**config.mk**
```make
export PLATFORM = sky130hd
export DESIGN_NAME = decode_stage_pipe
export DESIGN_NICKNAME = d
export VERILOG_FILES = /design/src/rtl/decode_stage_pipe.sv
export SDC_FILE = /design/constraint.sdc
export NUM_CORES = 1
export LEC_CHECK = 0
export CAP_MARGIN = 20
export CORE_MARGIN = 2
export CORE_UTILIZATION = 50
export CTS_CLUSTER_DIAMETER = 150
export DETAILED_ROUTE_END_ITERATION = 16
export PLACE_DENSITY_LB_ADDON = 0.12
export SKIP_CTS_REPAIR_TIMING = 1
export SLEW_MARGIN = 0
export SYNTH_ARGS = -nofsm -noshare
export SYNTH_HDL_FRONTEND = slang
export SYNTH_SLANG_ARGS = --single-unit
export TNS_END_PERCENT = 20
```
**constraint.sdc**
```tcl
create_clock -name clk -period 49.7 [get_ports clk]
set_input_delay 14.91 -clock clk [delete_from_list [all_inputs] [get_ports clk]]
set_output_delay 14.91 -clock clk [all_outputs]
set_load 0.005 [all_outputs]
```
**src/rtl/decode_stage_pipe.sv**
```systemverilog
// decode_stage_pipe: decode-to-execute stage of the 24-bit core.
// Holds the register file (with same-cycle writeback bypass), extends the
// immediate, detects load-use hazards and inserts a bubble for them, and
// carries the decoded instruction into execute through a valid/ready
// pipeline register that a taken branch can flush.
module decode_stage_pipe #(
    parameter int DATA_W       = 24,
    parameter int INSTR_W      = 38,
    parameter int PC_W         = 24,
    parameter int REG_AW       = 4,
    parameter int CTRL_W       = 8,
    parameter int RS1_LSB      = 28,
    parameter int RS2_LSB      = 24,
    parameter int RD_LSB       = 0,
    parameter int IMM_LSB      = 8,
    parameter int IMM_W        = 16,
    parameter int REGWRITE_BIT = 0,
    parameter int MEMREAD_BIT  = 1,
    parameter bit R0_ZERO      = 1'b1,
    parameter int CNT_W        = 16
) (
    input  logic               clk,
    input  logic               rst,
    input  logic               in_valid,
    output logic               in_ready,
    input  logic [INSTR_W-1:0] instr_d,
    input  logic [PC_W-1:0]    pc_d,
    input  logic [PC_W-1:0]    pcplus4_d,
    input  logic [CTRL_W-1:0]  ctrl_d,
    input  logic               imm_signed,
    input  logic               wb_we,
    input  logic [REG_AW-1:0]  wb_addr,
    input  logic [DATA_W-1:0]  wb_data,
    input  logic               flush,
    output logic               out_valid,
    input  logic               out_ready,
    output logic [CTRL_W-1:0]  ctrl_e,
    output logic [DATA_W-1:0]  rd1_e,
    output logic [DATA_W-1:0]  rd2_e,
    output logic [DATA_W-1:0]  imm_e,
    output logic [REG_AW-1:0]  rs1_e,
    output logic [REG_AW-1:0]  rs2_e,
    output logic [REG_AW-1:0]  rd_e,
    output logic [PC_W-1:0]    pc_e,
    output logic [PC_W-1:0]    pcplus4_e,
    output logic               hazard_o,
    output logic [CNT_W-1:0]   stall_cnt
);

    localparam int NREGS = 2 ** REG_AW;
    // Bits of the extended immediate that come straight from the field.
    localparam logic [DATA_W-1:0] IMM_MASK = DATA_W'({IMM_W{1'b1}});

    // Everything the execute stage receives alongside out_valid.
    typedef struct packed {
        logic [CTRL_W-1:0] ctrl;
        logic [DATA_W-1:0] rd1;
        logic [DATA_W-1:0] rd2;
        logic [DATA_W-1:0] imm;
        logic [REG_AW-1:0] rs1;
        logic [REG_AW-1:0] rs2;
        logic [REG_AW-1:0] rd;
        logic [PC_W-1:0]   pc;
        logic [PC_W-1:0]   pcplus4;
    } e_entry_t;

    logic [DATA_W-1:0] rf_q [NREGS];

    logic [REG_AW-1:0] rs1_d;
    logic [REG_AW-1:0] rs2_d;
    logic [REG_AW-1:0] rd_d;
    logic [IMM_W-1:0]  imm_raw;
    logic [DATA_W-1:0] imm_d;
    logic [DATA_W-1:0] rd1_d;
    logic [DATA_W-1:0] rd2_d;

    e_entry_t          e_q;
    e_entry_t          e_d;
    logic              valid_q;
    logic              valid_d;
    logic [CNT_W-1:0]  stall_cnt_q;
    logic [CNT_W-1:0]  stall_cnt_d;

    logic              load_in_e;
    logic              rd_e_live;
    logic              rd_e_match;
    logic              hazard;
    logic              instr_unused;

    // Field extraction; bits outside the decoded fields are don't-care here.
    assign rs1_d        = instr_d[RS1_LSB +: REG_AW];
    assign rs2_d        = instr_d[RS2_LSB +: REG_AW];
    assign rd_d         = instr_d[RD_LSB +: REG_AW];
    assign imm_raw      = instr_d[IMM_LSB +: IMM_W];
    assign instr_unused = ^instr_d;

    // Sign extension fills every bit above the field with the field's MSB.
    assign imm_d = DATA_W'(imm_raw)
                 | ((imm_signed && imm_raw[IMM_W-1]) ? ~IMM_MASK : '0);

    // Register-file reads with same-cycle writeback bypass.
    always_comb begin
        // NOTE: each always_comb output is given a default first so that no path leaves it unassigned and infers a latch.
        rd1_d = rf_q[rs1_d];
        rd2_d = rf_q[rs2_d];
        if (wb_we && (wb_addr == rs1_d) && !(R0_ZERO && (rs1_d == '0))) begin
            rd1_d = wb_data;
        end
        if (wb_we && (wb_addr == rs2_d) && !(R0_ZERO && (rs2_d == '0))) begin
            rd2_d = wb_data;
        end
    end

    // Register-file storage; register 0 stays zero when hard-wired.
    always_ff @(posedge clk or posedge rst) begin
        if (rst) begin
            // NOTE: the register file is cleared by reset so reads after reset are defined as 0; this rules out mapping it onto a RAM macro.
            for (int i = 0; i < NREGS; i++) begin
                rf_q[i] <= '0;
            end
        end else if (wb_we && !(R0_ZERO && (wb_addr == '0))) begin
            rf_q[wb_addr] <= wb_data;
        end
    end

    // Load-use hazard: the load in E has not produced its data yet, so a
    // dependent instruction in D must wait one bubble. A flush kills both
    // sides, so it overrides the stall.
    assign load_in_e  = valid_q && e_q.ctrl[MEMREAD_BIT] && e_q.ctrl[REGWRITE_BIT];
    assign rd_e_live  = !R0_ZERO || (e_q.rd != '0);
    assign rd_e_match = (e_q.rd == rs1_d) || (e_q.rd == rs2_d);
    assign hazard     = in_valid && load_in_e && rd_e_live && rd_e_match && !flush;

    assign in_ready = flush || (!hazard && (!valid_q || out_ready));

    // Next E contents: flush, bubble, hold, load, or drain, in that priority.
    always_comb begin
        e_d     = e_q;
        valid_d = valid_q;
        if (flush || (hazard && out_ready)) begin
            valid_d = 1'b0;
            e_d.ctrl = '0;
        end else if (valid_q && !out_ready) begin
            e_d     = e_q;
            valid_d = 1'b1;
        end else if (in_valid && in_ready) begin
            valid_d     = 1'b1;
            e_d.ctrl    = ctrl_d;
            e_d.rd1     = rd1_d;
            e_d.rd2     = rd2_d;
            e_d.imm     = imm_d;
            e_d.rs1     = rs1_d;
            e_d.rs2     = rs2_d;
            e_d.rd      = rd_d;
            e_d.pc      = pc_d;
            e_d.pcplus4 = pcplus4_d;
        end else begin
            valid_d  = 1'b0;
            e_d.ctrl = '0;
        end
    end

    // Saturating count of cycles spent stalled on a load-use hazard.
    assign stall_cnt_d = (hazard && (stall_cnt_q != '1)) ? stall_cnt_q + CNT_W'(1)
                                                         : stall_cnt_q;

    // D->E pipeline register and stall counter.
    always_ff @(posedge clk or posedge rst) begin
        if (rst) begin
            valid_q     <= 1'b0;
            e_q         <= '0;
            stall_cnt_q <= '0;
        end else begin
            // NOTE: sequential state uses non-blocking assignment so every flop samples pre-edge values regardless of statement order.
            valid_q     <= valid_d;
            e_q         <= e_d;
            stall_cnt_q <= stall_cnt_d;
        end
    end

    assign out_valid = valid_q;
    assign ctrl_e    = e_q.ctrl;
    assign rd1_e     = e_q.rd1;
    assign rd2_e     = e_q.rd2;
    assign imm_e     = e_q.imm;
    assign rs1_e     = e_q.rs1;
    assign rs2_e     = e_q.rs2;
    assign rd_e      = e_q.rd;
    assign pc_e      = e_q.pc;
    assign pcplus4_e = e_q.pcplus4;
    assign hazard_o  = hazard;
    assign stall_cnt = stall_cnt_q;

endmodule

```
Word level (Yosys, flattened, before mapping)
Index checks and enable logic that the tools add are counted.
{"block": "totals", "ff_bits": 541, "output_inout_bits": 159, "word_cells": 97}
{"block": "op_classes", "magnitude_cmp": 4, "reduce_logical": 34, "n_eq_ne": 6, "bitwise": 6, "n_addsub": 1, "mux": 19}
{"operator": "384-bit bitwise mux", "count": 1}
{"operator": "24-bit binary-select mux with 4-bit select", "count": 2}
{"operator": "24-bit two-way mux", "count": 8}
{"operator": "140-bit two-way mux", "count": 1}
{"operator": "132-bit two-way mux", "count": 1}
{"operator": "24-bit demux with 4-bit select", "count": 1}
{"operator": "16-bit by 24-bit OR with 24-bit output", "count": 1}
{"operator": "1-bit logical AND", "count": 18}
{"operator": "16-bit by 1-bit adder with 16-bit output, second input constant", "count": 1}
{"operator": "4-bit equality test", "count": 4}
{"operator": "8-bit two-way mux", "count": 2}
{"operator": "16-bit != test, second input constant", "count": 1}
{"operator": "5-bit >= comparator, second input constant", "count": 3}
{"operator": "4-bit inverter with 5-bit output", "count": 3}
{"operator": "4-bit logical NOT", "count": 3}
{"operator": "1-bit logical NOT", "count": 7}
{"operator": "5-bit by 1-bit less-than comparator with 1-bit output, second input constant", "count": 1}
{"operator": "1-bit logical OR", "count": 4}
{"operator": "4-bit nonzero test", "count": 1}
{"operator": "1-bit two-way mux", "count": 3}
{"operator": "3-bit AND reduction", "count": 1}
{"operator": "2-bit != test, second input constant", "count": 1}
{"operator": "1-bit inverter", "count": 2}

Longest topological paths before layout
Gate-level depths: netlist (run 1).
{"block": "logic_depth", "ltp_word": 13, "depth_mapped": 10}

Least setup slack after synthesis (run 1)
OpenSTA, ideal clock, no wires.
{"block": "synth_timing", "kind": "input to output", "from": "in instr_d[28]", "to": "out in_ready", "n_path_buf": 3, "arrival_ns": 16.147, "path_slack_ns": 18.643, "stages": 7, "path_cell_list": "buf_2 xor2_1 nor4_1 o21ai_1 clkbuf_1 clkbuf_1 a21o_1"}
{"block": "synth_between", "elab_chain_len": 7}
{"element": "start: declaration", "line": "26", "text": "input logic [INSTR_W-1:0] instr_d,"}
{"element": "4-bit equality test", "line": "131", "text": "assign rd_e_match = (e_q.rd == rs1_d) || (e_q.rd == rs2_d);"}
{"element": "1-bit logical OR", "line": "131"}
{"element": "1-bit logical AND (2 in series)", "line": "132", "text": "assign hazard = in_valid && load_in_e && rd_e_live && rd_e_match && !flush;"}
{"element": "1-bit logical NOT", "line": "134", "text": "assign in_ready = flush || (!hazard && (!valid_q || out_ready));"}
{"element": "1-bit logical AND", "line": "134"}
{"element": "1-bit logical OR", "line": "134"}
{"element": "end: declaration", "line": "25", "text": "output logic in_ready,"}
Every way passes these cells.

Final worst setup path (run 1)
{"block": "layout_timing", "from": "in flush", "to": "out in_ready"}
{"block": "layout_between", "elab_chain_len": 5}
{"element": "start: declaration", "line": "34", "text": "input logic flush,"}
{"element": "1-bit logical NOT", "line": "132"}
{"element": "1-bit logical AND", "line": "132"}
{"element": "1-bit logical NOT", "line": "134"}
{"element": "1-bit logical AND", "line": "134"}
{"element": "1-bit logical OR (*)", "line": "134"}
Mark *: on every way between the ends. The rest lies on a longest branch, timed or not.

==> qor.yml, run 1 <==
outcome:
  status: "completed"
floorplan:
  io_pins: 288
  core-area_um2: 52760
  initial_core_util_pct: 50.73
  die_y_um: 235.4
  die_w_um: 235.4
  std_cell_rows: 84
  dieArea_um2: 55390
hold_path:
  min_from: "rf_q[368]"
  holdPathStages: 0
  holdPathEnd: "rf_q[368]"
  worstHoldPathType: "flip-flop to flip-flop"
place:
  place.gp.congestion: 0.7702
  postPlaceCellArea_um2: 29800
  dpl.hpwl_um: 42050
  io_buffers: 277
cts:
  clk_path_buf_depth: 3
  clk_pin_slew_worst_paths_ns: 0.06
  cts_buffers: 59
  cts_tree: "done"
  clk_latency_ns: 0.63
  cts_root_buf: "clkbuf_16"
  clock-sinks: 534
  htreeDepth: 2
setup_path:
  critPathMaxFanout: 36
  worst_ep_arrival_time_ns: 17.24
  rrSetupSlack_ns: 45.77
  cp-start-kind: "input port"
  critPathKind: "input port to output port"
  r2r_cells: 7
  worstReg2RegStart: "rd_e[0]"
  required_ns: 34.79
  r2r-end: "imm_e[11]"
  cp-end-kind: "output port"
drt:
  drc: 0
  drtIter0Drc: 1306
  dr.pass1.iters: 6
  drtAntennaViolNets: 0
  wirelength_um: 71890
  viasPerCell: 6.121
  via_count: 16740
  wl_per_cell_um: 26.28
global_route:
  antenna_found_initial: 3
  gr-usage-all-layers_pct: 26.17
  grt_pass1_wl_um: 109700
  grt_pass1_vias: 17620
  grt_max_degree: 183
  grt-ovfl-total: 0
final_layout:
  fill_cells: 3986
  drive_above_1_share_pct: 41.77
  seq_area_um2: 13360
  nets: 2129
  final_cell_mix: "dfrtp_1 (534), mux2_2 (485), clkdlybuf4s50_1 (269)"
  layout_commonest_cell: "dfrtp_1"
  area_growth_syn_to_layout_pct: 19.33
  final_area_um2: 31940
  multi_input_area_um2: 12520
  antenna_cells: 0
sta:
  min_period_ns: 32.15
  hold_viol_final: 0
  finalClockSkew_ns: 0.03265
  tightest_slew_ns: 1.141
  clock.fmax_mhz: 31.10
  slew_headroom_pct: 23.68
  rsz0062_at_grt: "no"
  fin_tns_setup_ns: 0
  setup_viol: 0
  slew_violations: 0
  timing.final.crit_share_pct: 64.69
synth:
  postSynthAreaPerCell_um2: 14.66
  synth_area_um2: 26760
  synth_seq_cells: 534
  syn-num-nets: 1955
  synth_flop_cell: "dfrtp_1"
  yosysSeqAreaShare_pct: 49.93
  async_flop_share_pct: 100.0
  syn_inst: 1825
  yosysWarnings: 0
  yosysUniqueCellTypes: 36
  synth_edf_count: 0
pwr:
  ir_drop_v: 0.00002501
  p_leak_nw: 13.14
  p_per_area_nw_per_um2: 41.78
flow_run:
  drv_cap: 0
flip-flops by register name, summed over array words and instances, names as in the netlist:
name / cells
rf_q: 384
rs1_e: 4
pc_e: 24
out_valid: 1
rd_e: 4
rd1_e: 24
ctrl_e: 8
rd2_e: 24
stall_cnt: 16
imm_e: 17
pcplus4_e: 24
rs2_e: 4
synthesized netlist by cell type (20+ instances only):
| library cell | instances | share of area (%) |
|---|---|---|
| o211ai_1 | 48 | 1.3 |
| nand2_1 | 104 | 1.5 |
| xor2_1 | 26 | 0.85 |
| buf_2 | 74 | 1.4 |
| a31oi_1 | 28 | 0.65 |
| mux4_2 | 192 | 16 |
| dfrtp_1 | 534 | 50 |
| mux2_2 | 485 | 20 |
| a21oi_1 | 48 | 0.90 |
| clkbuf_1 | 97 | 1.4 |
| a31oi_2 | 20 | 0.94 |
| mux2i_1 | 49 | 1.8 |
final cells by class:
| class | count | share of cell area, % |
|---|---|---|
| clock buffers | 88 | 5.504 |
| clock inverters | 21 | 0.9716 |
| inverters | 4 | 0.07052 |
| multi-input cells | 1085 | 39.21 |
| flip-flops and latches | 534 | 41.84 |
| well taps | 688 | 2.695 |
| repair buffers | 315 | 9.708 |
metrics by stage:
step | hold WS (ns) | utilization [%] | setup slack (ns) | cells | power [mW]
2_1_floorplan | 0.4413 | - | 18.64 | 1825 | 0.7739
3_3_place_gp | 0.3764 | 56.48 | 17.60 | 2623 | 0.8658
3_5_place_dp | 0.3833 | 56.48 | 17.59 | 2623 | 0.8800
4_1_cts | 0.3969 | 60.40 | 17.58 | 2732 | 1.346
5_1_grt | 0.4050 | 60.53 | 17.40 | 2735 | 1.398
6_report | 0.3938 | 60.53 | 17.55 | 2735 | 1.334
worst max path at each step:
stage,startpoint,endpoint,slack [ns],depth (start not counted)
6_report,flush,in_ready,17.55,7
5_1_grt,flush,in_ready,17.40,7
4_1_cts,flush,in_ready,17.58,7
3_5_place_dp,flush,in_ready,17.59,7
3_3_place_gp,flush,in_ready,17.60,7
2_1_floorplan,instr_d[28],in_ready,18.64,7
layer usage:
metal | vias to the layer above | part of all wire, % | global-route usage [%]
li1 | 7215 | - | -
met1 | 8900 | 42 | 35.79
met2 | 515 | 49 | 43.10
met3 | 104 | 6.7 | 5.793
met4 | 6 | 2.0 | 6.061
met5 | - | 0.046 | 0
worst max-delay path: stages:
cell and delay (ns):
clkdlybuf4s50_1 0.44, nand2b_1 0.21, nor3_1 0.60, o21ai_4 0.11, buf_4 0.29, a21o_1 0.22, clkdlybuf4s50_1 0.44
power by group:
| part | switching (mW) | internal (mW) |
|---|---|---|
| combinational | 0.101 | 0.187 |
| clock | 0.178 | 0.284 |
| sequential | 0.0610 | 0.523 |
cell families (layout without fill, tap and decap cells):
family	after synthesis	count (layout)	share of synthesized area [%]
multiplexers	726	726	38.40
XOR/XNOR	31	31	1.014
AND/OR/NAND/NOR	172	172	2.852
buffers and inverters	206	428	3.586
adder cells (fa/ha/maj)	1	1	0.04674
AO/OA/AOI/OAI	155	155	4.175
flip-flops	534	534	49.93
No activity file was read; power rests on OpenSTA's default activity.
==> run 2: changes to the inputs <==
- clock period: 49.7 -> 28.3 ns (I/O delays scaled with it)
==> qor.yml, run 2 (synthesized netlist as in run 1, its figures left out) <==
outcome:
  status: "completed"
drt:
  drtIter0Drc: 1388  # +6.3%
  via_count: 16940  # +1.2%
  wl_per_cell_um: 26.50  # +0.82%
  viasPerCell: 6.193  # +1.2%
  dr.pass1.iters: 5  # -1
  wirelength_um: 72500  # +0.86%
  drtAntennaViolNets: 0  # unchanged
  drc: 0  # unchanged
final_layout:
  largest_reg_flops: 384  # unchanged
  regMostFlops: "rf_q"
  layout_commonest_cell: "dfrtp_1"
  nets: 2132  # +0.14%
  final_cells: 2736  # +0.037%
  final_util_pct: 60.36  # -0.17 points
  final_cell_mix: "dfrtp_1 (534), mux2_2 (485), clkdlybuf4s50_1 (269)"
  antenna_cells: 0  # unchanged
  final_area_um2: 31850  # -0.28%
  drive_above_1_share_pct: 41.75  # about the same
  area_growth_syn_to_layout_pct: 18.99
sta:
  fin_tns_setup_ns: 0  # unchanged
  setup_viol: 0  # unchanged
  clock.fmax_mhz: 51.64
  tightest_slew_ns: 1.061  # -0.08001 ns
  min_period_ns: 19.37
  slew_headroom_pct: 29.22  # +5.5 points
  layout_setup_ws_ns: 8.934  # -8.615 ns
  finalClockSkew_ns: 0.01023  # -0.02242 ns
  rsz0062_at_grt: "no"
  whs_ns: 0.3930  # -0.0007450 ns
  timing.final.crit_share_pct: 68.43
  slew_violations: 0  # unchanged
  hold_viol_final: 0  # unchanged
hold_path:
  worstHoldPathType: "flip-flop to flip-flop"
  min_from: "rf_q[366]"
  holdPathStages: 0  # unchanged
  holdPathEnd: "rf_q[366]"
floorplan:
  initial_core_util_pct: 50.73  # unchanged
  std_cell_rows: 84  # unchanged
  io_pins: 288  # unchanged
  dieArea_um2: 55390  # unchanged
  die_w_um: 235.4  # unchanged
  core-area_um2: 52760  # unchanged
  die_y_um: 235.4  # unchanged
setup_path:
  required_ns: 19.81  # -14.98 ns
  rrSetupSlack_ns: 24.35  # -21.42 ns
  critPathKind: "input port to output port"
  r2r-end: "pc_e[22]"
  critPathMaxFanout: 51  # +42%
  cp-end-kind: "output port"
  r2r_cells: 7  # unchanged
  worstReg2RegStart: "rd_e[0]"
  cp-start-kind: "input port"
  worst_ep_arrival_time_ns: 10.88  # -6.36 ns
cts:
  clk_path_buf_depth: 3  # unchanged
  clock-sinks: 534  # unchanged
  cts_tree: "done"
  htreeDepth: 2  # unchanged
  clk_latency_ns: 0.62  # about the same
  cts_root_buf: "clkbuf_16"
  clk_pin_slew_worst_paths_ns: 0.06  # about the same
  cts_buffers: 59  # unchanged
global_route:
  gr-usage-all-layers_pct: 26.48  # +0.30 points
  grt_pass1_wl_um: 111100  # +1.3%
  grtUsageMet2_pct: 43.23  # +0.13 points
  antenna_found_initial: 3  # unchanged
  use_met1_pct: 36.67  # +0.87 points
  grt_max_degree: 110  # -40%
  grt-ovfl-total: 0  # unchanged
  top_usage_layer: "met2"
  grt_util_met3_pct: 5.183  # -0.61 points
  grt_pass1_vias: 17740  # +0.70%
place:
  dp.cells: 2626  # +0.11%
  io_buffers: 277  # unchanged
  postPlaceCellArea_um2: 29810  # about the same
  place.gp.congestion: 0.7779  # +1.0%
  dpl.hpwl_um: 42480  # +1.0%
  pre_cts_ws_ns: 8.950  # -8.642 ns
pwr:
  p_total_mw: 2.311  # +73%
  p_leak_nw: 13.10  # -0.29%
  ir_drop_v: 0.00005282  # +110%
  p_per_area_nw_per_um2: 72.56  # +74%
flow_run:
  drv_cap: 0  # unchanged
## run 2: cell count changes in the layout (fill, tap and decap cells not counted)
cell / before / now
bufinv_16: 8 / 4
clkinv_2: 11 / 8
buf_8: 1 / 0
clkinvlp_4: 2 / 1
buf_4: 38 / 42
clkbuf_16: 61 / 59
buf_16: 2 / 3
clkbuf_8: 13 / 16
buf_12: 1 / 0
clkbuf_1: 14 / 15
inv_6: 0 / 4
## run 2: report_power, final
part           internal [mW]  switching, mW
logic                  0.329          0.178
clock network          0.461          0.316
registers              0.919          0.109
total                   1.71          0.603
## run 2: layout make-up
class                           count  area (µm²)
Clock inverter                     17       202.7
Clock buffer                       90        1753
Fill cell                        4047       20910
Inverter                            4       22.52
Multi-Input combinational cell   1085       12520
Timing Repair Buffer              318        3123
Sequential cell                   534       13360
Tap cell                          688       860.8
## run 2: critical path, stage by stage
cell and delay (ns):
buf_2 0.08, buf_4 0.59, xor2_1 0.14, nor4_1 0.49
o21ai_4 0.07, buf_4 0.29, a21o_1 0.21, clkdlybuf4s50_1 0.44
## run 2: worst max-delay path by stage
stage,endpoint,start,cells past startpoint
2_1_floorplan,ctrl_e[0],rst,1
3_3_place_gp,in_ready,instr_d[25],8
3_5_place_dp,in_ready,instr_d[25],8
4_1_cts,in_ready,instr_d[25],8
5_1_grt,in_ready,instr_d[25],8
6_report,in_ready,instr_d[25],8
## run 2: metal layers
layer / part of all wire (%) / up-vias
met5: 0.057 / -
met4: 2.2 / 6
met3: 6.0 / 119
met2: 49 / 501
met1: 43 / 9091
li1: - / 7226
==> run 3: changes to the inputs <==
- clock period: 28.3 -> 20.2 ns (I/O delays scaled with it)
==> qor.yml, run 3 (synthesized netlist as in run 1, its figures left out) <==
drt:
  drtIter0Drc: 1279  # -7.9%
  wl_per_cell_um: 26.20  # -1.1%
  dr.pass1.iters: 5  # unchanged
  drc: 0  # unchanged
  viasPerCell: 6.170  # -0.36%
  via_count: 16880  # -0.40%
  wirelength_um: 71660  # -1.2%
  drtAntennaViolNets: 0  # unchanged
global_route:
  grt-ovfl-total: 0  # unchanged
  antenna_found_initial: 3  # unchanged
  grt_pass1_vias: 17650  # -0.55%
  grt_pass1_wl_um: 110600  # -0.45%
  gr-usage-all-layers_pct: 26.23  # -0.25 points
  grt_max_degree: 177  # +61%
pwr:
  ir_drop_v: 0.00007099  # +34%
  share_comb_of_total_power_pct: 22.2  # +0.3 points
  internal_power_mw: 2.361  # +38%
  p_leak_nw: 13.04  # -0.46%
  p_per_area_nw_per_um2: 100.7  # +39%
  clock_power_share_pct: 32.8  # -0.8 points
  p_seq_share_pct: 45.0  # +0.5 points
  p_total_mw: 3.192  # +38%
  switching_share_pct: 26.02  # -0.062 points
  power.switching_mw: 0.8306  # +38%
cts:
  htreeDepth: 2  # unchanged
  clk_path_buf_depth: 3  # unchanged
  cts_tree: "done"
  clk_pin_slew_worst_paths_ns: 0.06  # about the same
  cts_buffers: 58  # -1.7%
  clock-sinks: 534  # unchanged
  clk_latency_ns: 0.63  # about the same
  cts_root_buf: "clkbuf_16"
floorplan:
  std_cell_rows: 84  # unchanged
  die_y_um: 235.4  # unchanged
  io_pins: 288  # unchanged
  initial_core_util_pct: 50.73  # unchanged
  core-area_um2: 52760  # unchanged
  die_w_um: 235.4  # unchanged
  dieArea_um2: 55390  # unchanged
final_layout:
  regMostFlops: "rf_q"
  layout_commonest_cell: "dfrtp_1"
  largest_reg_flops: 384  # unchanged
  area_growth_syn_to_layout_pct: 18.49
  drive_above_1_share_pct: 41.52  # -0.23 points
  final_cell_mix: "dfrtp_1 (534), mux2_2 (485), clkdlybuf4s50_1 (269)"
  final_area_um2: 31710  # -0.42%
  nets: 2130  # -0.094%
  final_util_pct: 60.10  # -0.26 points
setup_path:
  worst_ep_arrival_time_ns: 8.42  # -2.46 ns
  required_ns: 14.14  # -5.67 ns
  slowest_stage: "nor3_1"
  critPathKind: "input port to output port"
  cp-end-kind: "output port"
  critPathMaxFanout: 15  # -71%
  cp_common_cell: "clkdlybuf4s50_1"
  cp-start-kind: "input port"
  max_stage_delay_ns: 0.70  # +0.11 ns
  path_cells: "clkdlybuf4s50_1, nand2b_1, nor3_1, o21ai_4, a21o_1, clkdlybuf4s50_1"
hold_path:
  worstHoldPathType: "flip-flop to flip-flop"
outcome:
  status: "completed"
sta:
  rsz0062_at_grt: "no"
  timing.final.crit_share_pct: 71.67
  clock.fmax_mhz: 69.07
  slew_violations: 0  # unchanged
  setup_viol: 0  # unchanged
  min_period_ns: 14.48
  slew_headroom_pct: 28.69  # -0.53 points
  finalClockSkew_ns: 0.02695  # +0.01673 ns
  tightest_slew_ns: 1.069  # +0.008008 ns
  fin_tns_setup_ns: 0  # unchanged
  hold_viol_final: 0  # unchanged
place:
  io_buffers: 277  # unchanged
  postPlaceCellArea_um2: 29790  # about the same
  place.gp.congestion: 0.7717  # -0.80%
  dpl.hpwl_um: 41520  # -2.3%
flow_run:
  drv_cap: 0  # unchanged
## run 3: critical path, delay by kind of cell
family | cells | cell delay, ns
AND/OR/NAND/NOR | 2 | 0.91
buffers and inverters | 2 | 0.86
AO/OA/AOI/OAI | 2 | 0.58
## run 3: final cells by class
cell class	count	area (µm²)
Antenna cell	2	5.005
Clock buffer	91	1747
Clock inverter	14	126.4
Fill cell	4158	21050
Inverter	4	18.77
Multi-Input combinational cell	1085	12500
Sequential cell	534	13360
Tap cell	688	860.8
Timing Repair Buffer	317	3092
## run 3: per-stage QoR
stage / setup WS [ns] / instances / hold WS [ns]
final: 5.722 / 2735 / 0.3979
after global routing: 5.634 / 2734 / 0.4101
after CTS: 5.771 / 2731 / 0.3968
after detailed placement: 5.776 / 2626 / 0.3833
after global placement: 5.796 / 2626 / 0.3768
after floorplan: 6.843 / 1825 / 0.4413
## run 3: path summary, 6_finish.rpt
| kind | start | endpoint | slack (ns) | depth (start not counted) |
|---|---|---|---|---|
| worst max register to register | rd_e[0] | imm_e[10] | 16.52 | 6 |
| min in group asynchronous | rst | stall_cnt[6] | 6.05 | 3 |
| worst min-delay path | rf_q[366] | rf_q[366] | 0.40 | 0 |
| max in group asynchronous | rst | rf_q[165] | 11.70 | 5 |
| worst max-delay path | flush | in_ready | 5.72 | 6 |
| worst min register to register | rf_q[366] | rf_q[366] | 0.40 | 0 |
## run 3: metal layers
metal | share of wire [%] | track usage [%]
met1 | 43 | 36.85
met2 | 48 | 42.11
met3 | 6.3 | 4.902
met4 | 2.4 | 7.508
met5 | 0.017 | 0
## run 3: power by group through the flow
| stage | combinational [mW] | sequential, mW | clock, mW |
|---|---|---|---|
| 2_1_floorplan | 0.493 | 1.41 | 0 |
| 3_3_place_gp | 0.698 | 1.43 | 0 |
| 3_5_place_dp | 0.715 | 1.45 | 0 |
| 4_1_cts | 0.716 | 1.43 | 1.07 |
| 5_1_grt | 0.764 | 1.47 | 1.12 |
| 6_report | 0.709 | 1.44 | 1.05 |
